$ cat config.mk
export PLATFORM = sky130hd
export DESIGN_NAME = majority_arbiter_flat
export DESIGN_NICKNAME = d
export VERILOG_FILES = /design/src/rtl/majority_pkg.sv /design/src/rtl/majority_arbiter_if.sv /design/src/rtl/majority_core.sv /design/src/rtl/majority_arbiter.sv /design/src/flat_wrapper.sv
export SDC_FILE = /design/constraint.sdc
export NUM_CORES = 1
export LEC_CHECK = 0
export ABC_AREA = 1
export ABC_CLOCK_PERIOD_IN_PS = 3750
export BUFFER_PORTS_ARGS = -buffer_cell sky130_fd_sc_hd__buf_2
export CAP_MARGIN = 20
export CORE_MARGIN = 4
export CORE_UTILIZATION = 43
export CTS_CLUSTER_DIAMETER = 80
export CTS_CLUSTER_SIZE = 20
export DETAILED_ROUTE_END_ITERATION = 7
export PLACE_DENSITY = 0.77
export SYNTH_ARGS = -nofsm -noshare
export SYNTH_HDL_FRONTEND = slang
export SYNTH_HIERARCHICAL = 1
export SYNTH_SLANG_ARGS = --single-unit
$ cat constraint.sdc
create_clock -name clk -period 3.75 [get_ports clk]
set_clock_uncertainty 0.05 [all_clocks]
set_input_delay 1.125 -clock clk [delete_from_list [all_inputs] [get_ports clk]]
set_output_delay 1.125 -clock clk [all_outputs]
set_load 0.01 [all_outputs]
$ cat src/rtl/majority_pkg.sv
// Shared definitions for the majority arbiter: FSM encoding, default sizes and
// the majority threshold helper.
package majority_pkg;

  localparam int MAJ_W    = 7;
  localparam int MAJ_NREQ = 4;

  localparam logic [1:0] IDLE  = 2'd0;
  localparam logic [1:0] GRANT = 2'd1;
  localparam logic [1:0] EVAL  = 2'd2;

  function automatic int maj_threshold(input int w);
    return (w + 1) / 2;
  endfunction

endpackage

$ cat src/rtl/majority_arbiter_if.sv
// Requester-side bundle of the majority arbiter: level requests, packed vote
// words, grant pulses and the registered result strobe.
interface majority_arbiter_if #(
  parameter int N_REQ = 4,
  parameter int W     = 7
);
  localparam int ID_W  = $clog2(N_REQ);
  localparam int CNT_W = $clog2(W + 1);

  logic [N_REQ-1:0]   req;
  logic [N_REQ*W-1:0] data;
  logic [N_REQ-1:0]   gnt;
  logic               busy;
  logic               done_vld;
  logic [ID_W-1:0]    done_id;
  logic               done_maj;
  logic [CNT_W-1:0]   done_cnt;

  modport master (
    output req, data,
    input  gnt, busy, done_vld, done_id, done_maj, done_cnt
  );

  modport slave (
    input  req, data,
    output gnt, busy, done_vld, done_id, done_maj, done_cnt
  );
endinterface

$ cat src/rtl/majority_core.sv
// Combinational majority evaluator: popcount of the vote word and a compare
// against the (W+1)/2 threshold.
module majority_core
  import majority_pkg::*;
#(
  parameter int W = MAJ_W
) (
  input  logic [W-1:0]             in,
  output logic [$clog2(W+1)-1:0]   cnt,
  output logic                     maj
);
  localparam int CNT_W = $clog2(W + 1);
  localparam logic [CNT_W-1:0] THR = CNT_W'(maj_threshold(W));

  always_comb begin
    cnt = '0;
    for (int i = 0; i < W; i++) begin
      cnt = cnt + CNT_W'(in[i]);
    end
    maj = (cnt >= THR);
  end
endmodule

$ cat src/rtl/majority_arbiter.sv
// Round-robin scheduler sharing one majority_core among N_REQ requesters; one
// transaction every three cycles (IDLE -> GRANT -> EVAL).
module majority_arbiter
  import majority_pkg::*;
#(
  parameter int N_REQ = MAJ_NREQ,
  parameter int W     = MAJ_W
) (
  input logic               clk,
  input logic               rst,
  majority_arbiter_if.slave bus
);
  localparam int ID_W  = $clog2(N_REQ);
  localparam int CNT_W = $clog2(W + 1);

  logic [1:0]       state;
  logic [ID_W-1:0]  ptr;
  logic [ID_W-1:0]  id_q;
  logic [W-1:0]     opnd;

  logic             any;
  logic [ID_W-1:0]  win;
  logic [ID_W-1:0]  cand;
  logic [W-1:0]     wdata;
  logic [CNT_W-1:0] core_cnt;
  logic             core_maj;

  // Search starts one past the last served requester so every waiter is
  // reached within N_REQ transactions.
  always_comb begin
    any  = 1'b0;
    win  = '0;
    cand = '0;
    for (int i = 1; i <= N_REQ; i++) begin
      cand = ID_W'((int'(ptr) + i) % N_REQ);
      if (!any && bus.req[cand]) begin
        any = 1'b1;
        win = cand;
      end
    end
  end

  always_comb begin
    wdata = '0;
    for (int k = 0; k < N_REQ; k++) begin
      if (win == ID_W'(k)) wdata = bus.data[k*W +: W];
    end
  end

  majority_core #(.W(W)) u_core (
    .in  (opnd),
    .cnt (core_cnt),
    .maj (core_maj)
  );

  always_ff @(posedge clk) begin
    if (rst) begin
      state        <= IDLE;
      ptr          <= ID_W'(N_REQ - 1);
      id_q         <= '0;
      opnd         <= '0;
      bus.gnt      <= '0;
      bus.busy     <= 1'b0;
      bus.done_vld <= 1'b0;
      bus.done_id  <= '0;
      bus.done_maj <= 1'b0;
      bus.done_cnt <= '0;
    end else begin
      case (state)
        IDLE: begin
          bus.done_vld <= 1'b0;
          if (any) begin
            state    <= GRANT;
            opnd     <= wdata;
            id_q     <= win;
            bus.gnt  <= N_REQ'(1) << win;
            bus.busy <= 1'b1;
          end
        end
        GRANT: begin
          state        <= EVAL;
          bus.gnt      <= '0;
          bus.done_vld <= 1'b1;
          bus.done_id  <= id_q;
          bus.done_maj <= core_maj;
          bus.done_cnt <= core_cnt;
        end
        EVAL: begin
          state        <= IDLE;
          bus.done_vld <= 1'b0;
          bus.busy     <= 1'b0;
          ptr          <= id_q;
        end
        default: begin
          state        <= IDLE;
          bus.gnt      <= '0;
          bus.done_vld <= 1'b0;
          bus.busy     <= 1'b0;
        end
      endcase
    end
  end
endmodule

$ cat src/flat_wrapper.sv
// flat-port wrapper written by rule: the top's interface ports become plain ports
module majority_arbiter_flat import majority_pkg::*;
#(
  parameter int N_REQ = MAJ_NREQ,
  parameter int W     = MAJ_W
)
  (clk, rst, bus_req, bus_data, bus_gnt, bus_busy, bus_done_vld, bus_done_id, bus_done_maj, bus_done_cnt);
  majority_arbiter_if #(.N_REQ(N_REQ), .W(W)) bus_i ();
  input logic clk;
  input logic rst;
  input wire logic [$bits(bus_i.req)-1:0] bus_req;
  input wire logic [$bits(bus_i.data)-1:0] bus_data;
  output wire logic [$bits(bus_i.gnt)-1:0] bus_gnt;
  output wire logic [$bits(bus_i.busy)-1:0] bus_busy;
  output wire logic [$bits(bus_i.done_vld)-1:0] bus_done_vld;
  output wire logic [$bits(bus_i.done_id)-1:0] bus_done_id;
  output wire logic [$bits(bus_i.done_maj)-1:0] bus_done_maj;
  output wire logic [$bits(bus_i.done_cnt)-1:0] bus_done_cnt;
  assign bus_i.req = bus_req;
  assign bus_i.data = bus_data;
  assign bus_gnt = bus_i.gnt;
  assign bus_busy = bus_i.busy;
  assign bus_done_vld = bus_i.done_vld;
  assign bus_done_id = bus_i.done_id;
  assign bus_done_maj = bus_i.done_maj;
  assign bus_done_cnt = bus_i.done_cnt;
  majority_arbiter #(.N_REQ(N_REQ), .W(W)) u_core (.clk(clk), .rst(rst), .bus(bus_i));
endmodule
==> impl_metrics.ini, run 1 <==
[floorplanning]
rows = 21
die_w_um = 68.3
core_area_um2 = 3420
io_pins = 46
start_util_pct = 45.8
die-area_um2 = 4670
fp.dieH_um = 68.3

[run]
maxCapViolations = 0

[critical_path]
cp_cell_sequence = inv_1, fa_1, fa_1, inv_1, fa_1, fa_1, nor2_1, nor2_1
worst-path-buf-inv = 2
critPathLaunchType = flip-flop
path_max_fanout = 2
critPathSlowestCell = fa_1
crit_top_cell = fa_1
cp.arrival_ns = 2.72
critPathCaptureType = flip-flop
crit_path_max_incr_delay_ns = 0.49
critPathKind = reg2reg
crit_family = adder cells
cp.required_ns = 3.93

[cts]
cts_hold_buffers = 0
clockRootBuffer = clkbuf_4
cts_tree = built
post_cts_buffers = 0
path_clk_slew_ns = 0.14
cts_buffers = 3
cts_sinks = 25
clk_path_buf_depth = 2
insertion_delay_ns = 0.31
cts_resized = 0
htree_levels = 1

[timing]
hold_viol = 0
max-slew-margin-rel_pct = 72.3
timing.fmax_ghz = 0.393
worst_pin_slew_ns = 0.415
setup_tns_ns = 0
setup_viol = 0
finalCriticalPeriod_ns = 2.54
drv_slew = 0
fin_crit_sh_pct = 67.8
whs_ns = 0.423
rsz0062_at_grt = no

[finish]
layout-drive-gt1-share_pct = 27.6
mostFrequentLayoutCells = nand2_1, buf_2, nor2_1
stdcell_count = 325
final_util_pct = 53.3
nets = 318
antenna_cells = 0
layout_commonest_cell = nand2_1
final_design_area_no_fill_um2 = 1820
layout-area-overhead-vs-synth_pct = 16.4

[power]
cellLeakagePower_nw = 0.961
ir_worst_vdd_mv = 0.212
power_density_nw_per_um2 = 497

[detailed_routing]
vias = 1544
drc = 0
wl_um = 3550
first_pass_iters = 4
post_drt_via_cell_ratio = 4.75
wire_per_inst_um = 10.9
postRouteAntennaNets = 0
drtIter0Drc = 87

[status]
outcome = completed

[logic_synthesis]
synth.cell_area_um2 = 1560
syn_nets = 275
postSynthRegisterBits = 25
synth_cell_types = 24
synth_top_area_share_pct = 32.0
avgSynthCellArea_um2 = 6.60
synth-async-reset-ratio_pct = 0
synth_cells = 237
synth_ff_type = dfxtp_1
yosysSeqAreaShare_pct = 32.0
synth_edf_count = 0
yosysTopAreaCell = dfxtp_1
synthTopCellsByArea = dfxtp_1, nand2_1, nor2_1
yosys_warnings = 6

[worst_hold_path]
hp-class = reg2reg

[placement]
gp_congestion = 0.865
hpwl_um = 2850
dp_cells = 321
placed_area_um2 = 1790
numPortBuffers = 45

[global_route]
grt_pass1_wl_um = 5860
grt_use_total_pct = 16.3
grt_max_degree = 19
antenna_found_initial = 0
grt_pass1_vias = 1390
grt-ovfl-total = 0
## state kept, by name, summed over array words and instances (netlist names)
signal	count
u_core/bus.busy	1
u_core/bus.done_cnt	3
u_core/bus.done_id	2
u_core/bus.done_maj	1
u_core/bus.done_vld	1
u_core/bus.gnt	4
u_core/id_q	2
u_core/opnd	7
u_core/ptr	2
u_core/state	2
## cell usage after synthesis, types with 2 or more instances
cell type	n
buf_4	2
o211ai_1	3
a21oi_2	4
clkbuf_1	2
nand2_4	2
nor2_2	2
nand2_2	6
nor2_1	28
inv_1	24
o21ai_0	16
dfxtp_1	25
nand4_1	6
inv_2	9
nand2_1	73
nand3_1	18
buf_6	3
fa_1	4
a21oi_1	4
## cell type report
type | count | area, um2
Timing Repair Buffer | 45 | 225
Clock buffer | 3 | 22.5
Fill cell | 364 | 1600
Tap cell | 46 | 57.6
Multi-Input combinational cell | 171 | 877
Sequential cell | 25 | 500
Clock inverter | 1 | 7.51
Inverter | 34 | 130
## logic make-up after synthesis
kind of cell | count (synthesis) | share of synthesized area, %
buf+inv | 41 | 11.9
fa+ha+maj | 4 | 5.12
simple gates | 139 | 40.4
flops | 25 | 32.0
compound gates | 28 | 10.6
## power breakdown
part	internal, mW	switching, mW	total [mW]
clock	0.0406	0.0789	0.119
combinational	0.155	0.282	0.437
sequential	0.317	0.0316	0.349
## layer usage
layer	vias up	global-route usage [%]	share of wire, %
li1	825	-	-
met1	668	20.3	46
met2	49	28.8	46
met3	2	3.45	7.3
met4	0	2.98	0.37
met5	-	0	0
## tightest hold or removal path, stage by stage, from the launching register on
cell and delay, ns:
dfxtp_1 0.33, inv_1 0.04, o21ai_0 0.06
## metrics by stage
step	setup WS [ns]	total power [mW]
2_1_floorplan	1.22	0.707
3_3_place_gp	1.05	0.783
3_5_place_dp	1.03	0.792
4_1_cts	1.20	0.911
5_1_grt	1.07	1.00
6_report	1.21	0.905
## worst paths after layout
check | startpoint | to | slack (ns) | cells past startpoint
setup / recovery | u_core/opnd[0] | u_core/bus.done_cnt[2] | 1.21 | 8
hold / removal | u_core/bus.gnt[1] | u_core/bus.gnt[1] | 0.42 | 2
setup reg to reg | u_core/opnd[0] | u_core/bus.done_cnt[2] | 1.21 | 8
hold reg to reg | u_core/bus.gnt[1] | u_core/bus.gnt[1] | 0.42 | 2
(Power assumes the default switching activity.)
==> run 2, diff against run 1 <==
ABC_CLOCK_PERIOD_IN_PS = 2550   (was 3750)
clock period = 2.55 ns   (was 3.75 ns; I/O delays follow)
==> run 2 against run 1 <==
Compared with the run above: power up 51%; die area unchanged; design area grew 1.1%; setup slack lost 1.2 ns; combinational power rose by 54%; clock-buffer cell count is the same; register-to-register slack got worse by 1.2 ns; first-iteration DRC count up 6.9%; hold slack gained 0.0061 ns.
==> impl_metrics.ini, run 2 (same netlist as run 1, synthesis figures left out) <==
[timing]
finalCriticalPeriod_ns = 2.50
drv_slew = 0
max-slew-margin-rel_pct = 72.5
whs_ns = 0.429
setup_viol = 0
timing.fmax_ghz = 0.400
worst_pin_slew_ns = 0.411
fin_crit_sh_pct = 98.0
setup_tns_ns = 0
rsz0062_at_grt = yes
hold_viol = 0

[cts]
insertion_delay_ns = 0.32
cts_sinks = 25
clk_path_buf_depth = 2
cts_buffers = 3
htree_levels = 1
clockRootBuffer = clkbuf_4
cts_hold_buffers = 0
path_clk_slew_ns = 0.14
cts_tree = built
post_cts_buffers = 0

[detailed_routing]
vias = 1556
wire_per_inst_um = 10.9
wl_um = 3560
postRouteAntennaNets = 0
post_drt_via_cell_ratio = 4.76
drtIter0Drc = 93
drc = 0
first_pass_iters = 4

[critical_path]
cp-endpoint = u_core/bus.done_maj
crit-reg2reg-launch = u_core/opnd[3]
ff2ff_setup_slack_ns = 0.05
critPathKind = reg2reg
cp.arrival_ns = 2.68
startpoint = u_core/opnd[3]
path_max_fanout = 2
critPathCaptureType = flip-flop
cp.required_ns = 2.73
critPathLaunchType = flip-flop
reg2regPathDepth = 8
reg2reg_to = u_core/bus.done_maj

[floorplanning]
die-area_um2 = 4670
core_area_um2 = 3420
fp.dieH_um = 68.3
io_pins = 46
rows = 21
die_w_um = 68.3
start_util_pct = 45.8

[power]
ir_worst_vdd_mv = 0.258
seqPwrFrac_pct = 37.7
cellLeakagePower_nw = 0.969
p_int_uw = 777
power_density_nw_per_um2 = 744
swShare_pct = 43.2
power.share.clock_pct = 13.1
comb_power_share_pct = 49.2
netSwitchingPower_uw = 592

[finish]
largest-register = u_core/opnd
largest_reg_flops = 7
fillers = 380
final_util_pct = 53.9
layout-area-overhead-vs-synth_pct = 17.7
antenna_cells = 0
mostFrequentLayoutCells = nand2_1, buf_2, nor2_1
stdcell_count = 327
layout_commonest_cell = nand2_1
reg_top3 = u_core/opnd: 7 flops, u_core/bus.gnt: 4 flops, u_core/bus.done_cnt: 3 flops
layout-drive-gt1-share_pct = 29.2
nets = 320

[global_route]
grt_pass1_vias = 1539
grt-ovfl-total = 0
grt_pass1_wl_um = 6310
antenna_found_initial = 0
grt_use_total_pct = 17.4
grt_max_degree = 19

[run]
maxCapViolations = 0

[placement]
dp_cells = 323
hpwl_um = 2850
numPortBuffers = 45
gp_congestion = 0.827

[worst_hold_path]
hp-class = reg2reg

[status]
outcome = completed
==> run 2: changes by cell type in the layout (fill, tap and decap cells not counted) <==
cell     change
buf_4        +2
fa_2         +1
dfxtp_2      +2
dfxtp_1      -2
fa_1         -1
==> run 2: worst min-delay path by stage <==
| stage | slack, ns | cells past startpoint | start | end |
|---|---|---|---|---|
| global route | 0.47 | 2 | u_core/bus.busy | u_core/bus.busy |
| CTS | 0.43 | 2 | u_core/bus.busy | u_core/bus.busy |
| floorplan | 0.41 | 2 | u_core/id_q[1] | u_core/id_q[1] |
| global placement | 0.40 | 2 | u_core/bus.busy | u_core/bus.busy |
| detailed placement | 0.41 | 2 | u_core/bus.busy | u_core/bus.busy |
| finish | 0.43 | 2 | u_core/bus.busy | u_core/bus.busy |
==> run 2: stage by stage <==
step                      setup WS, ns  cell area [um2]  total power, mW
final                           0.0511             1840             1.37
after global placement          0.0699             1810             1.17
after global routing           -0.0550             1840             1.51
after floorplan                 0.0182             1560             1.04
after CTS                     0.000976             1840             1.38
after detailed placement      -0.00877             1810             1.20
==> run 2: critical path, cell delays in order (launching register included) <==
cell and delay (ns):
dfxtp_2 0.35, inv_1 0.05, fa_1 0.49, fa_1 0.49, inv_1 0.05, fa_2 0.33
fa_1 0.42, nor2_1 0.13, nor2_1 0.05
==> run 2: metal layers <==
metal / share of wire, % / GRT usage [%] / wire length [um] / vias to the layer above
li1: - / - / - / 826
met1: 45 / 20.8 / 1590 / 677
met2: 48 / 31.5 / 1710 / 49
met3: 6.2 / 3.12 / 220 / 4
met4: 1.0 / 4.71 / 36 / 0
met5: 0 / 0 / 0 / -
==> run 2: timing repair <==
item,4_1_cts,5_1_grt
gates resized for setup,1,2
pin swaps,0,2
endpoints found under the setup margin,1,3
==> run 2: area by class of cell <==
cell class                 instances  area, um2  area share [%]
timing repair buffer              47        240            13.1
multi-input combinational        171        880            47.8
clock buffer                       3       22.5            1.22
tap                               46       57.6            3.13
inverter                          34        130            7.07
sequential                        25        503            27.3
clock inverter                     1       7.51           0.408
==> run 2: power groups by stage <==
stage / sequential (mW) / combinational, mW / clock (mW)
3_5_place_dp: 0.523 / 0.673 / 0
4_1_cts: 0.515 / 0.674 / 0.186
6_report: 0.516 / 0.674 / 0.179
3_3_place_gp: 0.521 / 0.647 / 0
5_1_grt: 0.528 / 0.782 / 0.198
2_1_floorplan: 0.527 / 0.512 / 0
==> run 3, diff against run 2 <==
ABC_AREA = unset   (was 1)
PLACE_DENSITY = 0.79   (was 0.77)
==> run 3 against run 2 <==
Compared with the run above: non-clock buffer count is 5 higher; synthesized area fell by 12%; power fell by 32%; first-iteration DRC count fell by 28%; core utilization up 2.1 points; clock power barely moved; setup slack worse by 0.020 ns; register-to-register slack got worse by 0.02 ns; maximum frequency down 0.79%; critical path type unchanged; highest routed layer unchanged.
==> impl_metrics.ini, run 3 <==
[timing]
timing.fmax_ghz = 0.397
max-slew-margin-rel_pct = 72.6
rsz0062_at_grt = yes
setup_viol = 0
fin_crit_sh_pct = 98.8
finalCriticalPeriod_ns = 2.52
drv_slew = 0
worst_pin_slew_ns = 0.410
setup_tns_ns = 0
whs_ns = 0.438
hold_viol = 0

[floorplanning]
start_util_pct = 45.1
fp.dieH_um = 64.6
rows = 20
io_pins = 46
die_w_um = 64.6
die-area_um2 = 4170
core_area_um2 = 3050

[critical_path]
critPathLaunchType = flip-flop
critPathCaptureType = flip-flop
reg2reg_to = u_core/bus.done_cnt[1]
critPathKind = reg2reg
reg2regPathDepth = 8
cp.arrival_ns = 2.75
cp.required_ns = 2.78
ff2ff_setup_slack_ns = 0.03
path_max_fanout = 2
crit-reg2reg-launch = u_core/opnd[0]

[logic_synthesis]
postSynthRegisterBits = 25
yosysTopAreaCell = dfxtp_1
synth_xor_xnor_area_share_pct = 0
synth_top_area_share_pct = 36.4
synth_ff_type = dfxtp_1
yosys.area_share.adder_pct = 5.82
synth.cell_area_um2 = 1380
synth_top_family_by_area = simple AND/OR/NAND/NOR gates
synth_common_cells = dfxtp_1, nor2_1, mux2i_1, nand2b_1, inv_1
synth_cells = 146
yosysSeqAreaShare_pct = 36.4
synthTopCellsByArea = dfxtp_1, mux2i_1, fa_1
yosysMostFrequentCell = dfxtp_1
synth-compound-area-share_pct = 19.4
syn_nets = 184
yosys.area_share.simple_pct = 22.5
muxShareOfSynthArea_pct = 11.1
synth-async-reset-ratio_pct = 0
yosys_warnings = 6
synth_edf_count = 0
avgSynthCellArea_um2 = 9.43
synth_cell_types = 37

[cts]
insertion_delay_ns = 0.32
cts_tree = built
path_clk_slew_ns = 0.15
clk_path_buf_depth = 2
clockRootBuffer = clkbuf_4
cts_hold_buffers = 0
cts_sinks = 25
cts_buffers = 3
htree_levels = 1

[detailed_routing]
drtIter0Drc = 67
drc = 0
wl_um = 3320
postRouteAntennaNets = 0
vias = 1255
wire_per_inst_um = 14.0
post_drt_via_cell_ratio = 5.27
first_pass_iters = 4

[finish]
reg_top3 = u_core/opnd: 7 flops, u_core/bus.gnt: 4 flops, u_core/bus.done_cnt: 3 flops
final_design_area_no_fill_um2 = 1710
fillers = 303
layout-drive-gt1-share_pct = 37.6
mostFrequentLayoutCells = buf_2, dfxtp_1, nor2_1
antenna_cells = 0
layout-area-overhead-vs-synth_pct = 24.1
largest_reg_flops = 7
largest-register = u_core/opnd
nets = 233
layout_commonest_cell = buf_2

[power]
power_density_nw_per_um2 = 548
cellLeakagePower_nw = 0.779
ir_worst_vdd_mv = 0.268

[global_route]
grt-ovfl-total = 0
antenna_found_initial = 0
grt_max_degree = 28
grt_use_total_pct = 17.3
grt_pass1_wl_um = 5720
grt_pass1_vias = 1250

[placement]
hpwl_um = 2480
placed_area_um2 = 1670
gp_congestion = 0.898
numPortBuffers = 45

[worst_hold_path]
hold_depth = 2
hp-class = reg2reg
whs_endpoint = u_core/id_q[1]
hp-start = u_core/id_q[1]

[run]
maxCapViolations = 0

[status]
outcome = completed
==> run 3: changes by cell type after synthesis, moves of 5 or more <==
| cell | change |
|---|---|
| nand3_1 | -16 |
| nand4_1 | -6 |
| nand2_2 | -6 |
| nand2_1 | -68 |
| inv_1 | -16 |
| mux2i_1 | +10 |
| inv_2 | -9 |
| nand2b_1 | +9 |
| o21ai_0 | -12 |
| nor2_1 | -14 |
| a22oi_1 | +6 |
| nor2b_1 | +5 |
==> run 3: timing repair <==
item,in CTS,in global routing
buffers inserted,0,0
setup endpoints to repair,1,1
resized for setup,2,3
hold endpoints to repair,0,0
==> run 3: how the worst max path moves through the flow <==
stage	to	depth (start not counted)	slack [ns]	startpoint
5_1_grt	u_core/bus.done_cnt[1]	8	-0.07	u_core/opnd[0]
6_report	u_core/bus.done_cnt[1]	8	0.03	u_core/opnd[0]
2_1_floorplan	u_core/bus.done_cnt[2]	9	0.02	u_core/opnd[0]
3_5_place_dp	u_core/bus.done_cnt[1]	8	-0.01	u_core/opnd[0]
3_3_place_gp	u_core/bus.done_cnt[1]	8	0.03	u_core/opnd[0]
4_1_cts	u_core/bus.done_cnt[1]	8	0.03	u_core/opnd[0]
==> run 3: logic make-up after synthesis <==
group / Yosys count
AND/OR/NAND/NOR: 55
AO/OA/AOI/OAI: 32
flip-flops: 25
buffers and inverters: 16
multiplexers: 14
adder cells (fa/ha/maj): 4
==> run 3: cell type report <==
cell class / instances / area (um2) / share of cell area (%)
clock buffers: 3 / 22.5 / 1.32
well taps: 44 / 55.1 / 3.22
clock inverters: 1 / 5.00 / 0.293
multi-input cells: 105 / 813 / 47.6
flip-flops and latches: 25 / 504 / 29.5
inverters: 8 / 30.0 / 1.76
repair buffers: 52 / 278 / 16.3
==> run 3: through the flow <==
step                      util [%]  instances  total power [mW]  worst slack [ns]
after CTS                     55.9        238             0.940            0.0253
final                         55.9        238             0.935            0.0311
after global routing          55.9        238              1.01           -0.0746
after detailed placement      54.8        234             0.761           -0.0116
after floorplan                  -        146             0.660            0.0186
after global placement        54.8        234             0.752            0.0333
==> run 3: critical path, stage by stage (launching register included) <==
cell and delay (ns):
dfxtp_2 0.36, inv_2 0.04, fa_1 0.48, fa_1 0.49, inv_1 0.05, fa_2 0.33, fa_2 0.52, mux2i_1 0.06
nor2_1 0.08
==> run 3: per-layer routing <==
metal  global-route usage [%]  share of wire (%)
met1                     23.2                 45
met2                     27.7                 46
met3                     2.43                7.8
met4                     7.39                1.6
met5                        0                  0
==> run 3: power breakdown <==
part | internal (mW) | switching (mW) | total (mW)
combinational | 0.144 | 0.154 | 0.298
sequential | 0.431 | 0.0264 | 0.457
clock | 0.0587 | 0.121 | 0.180
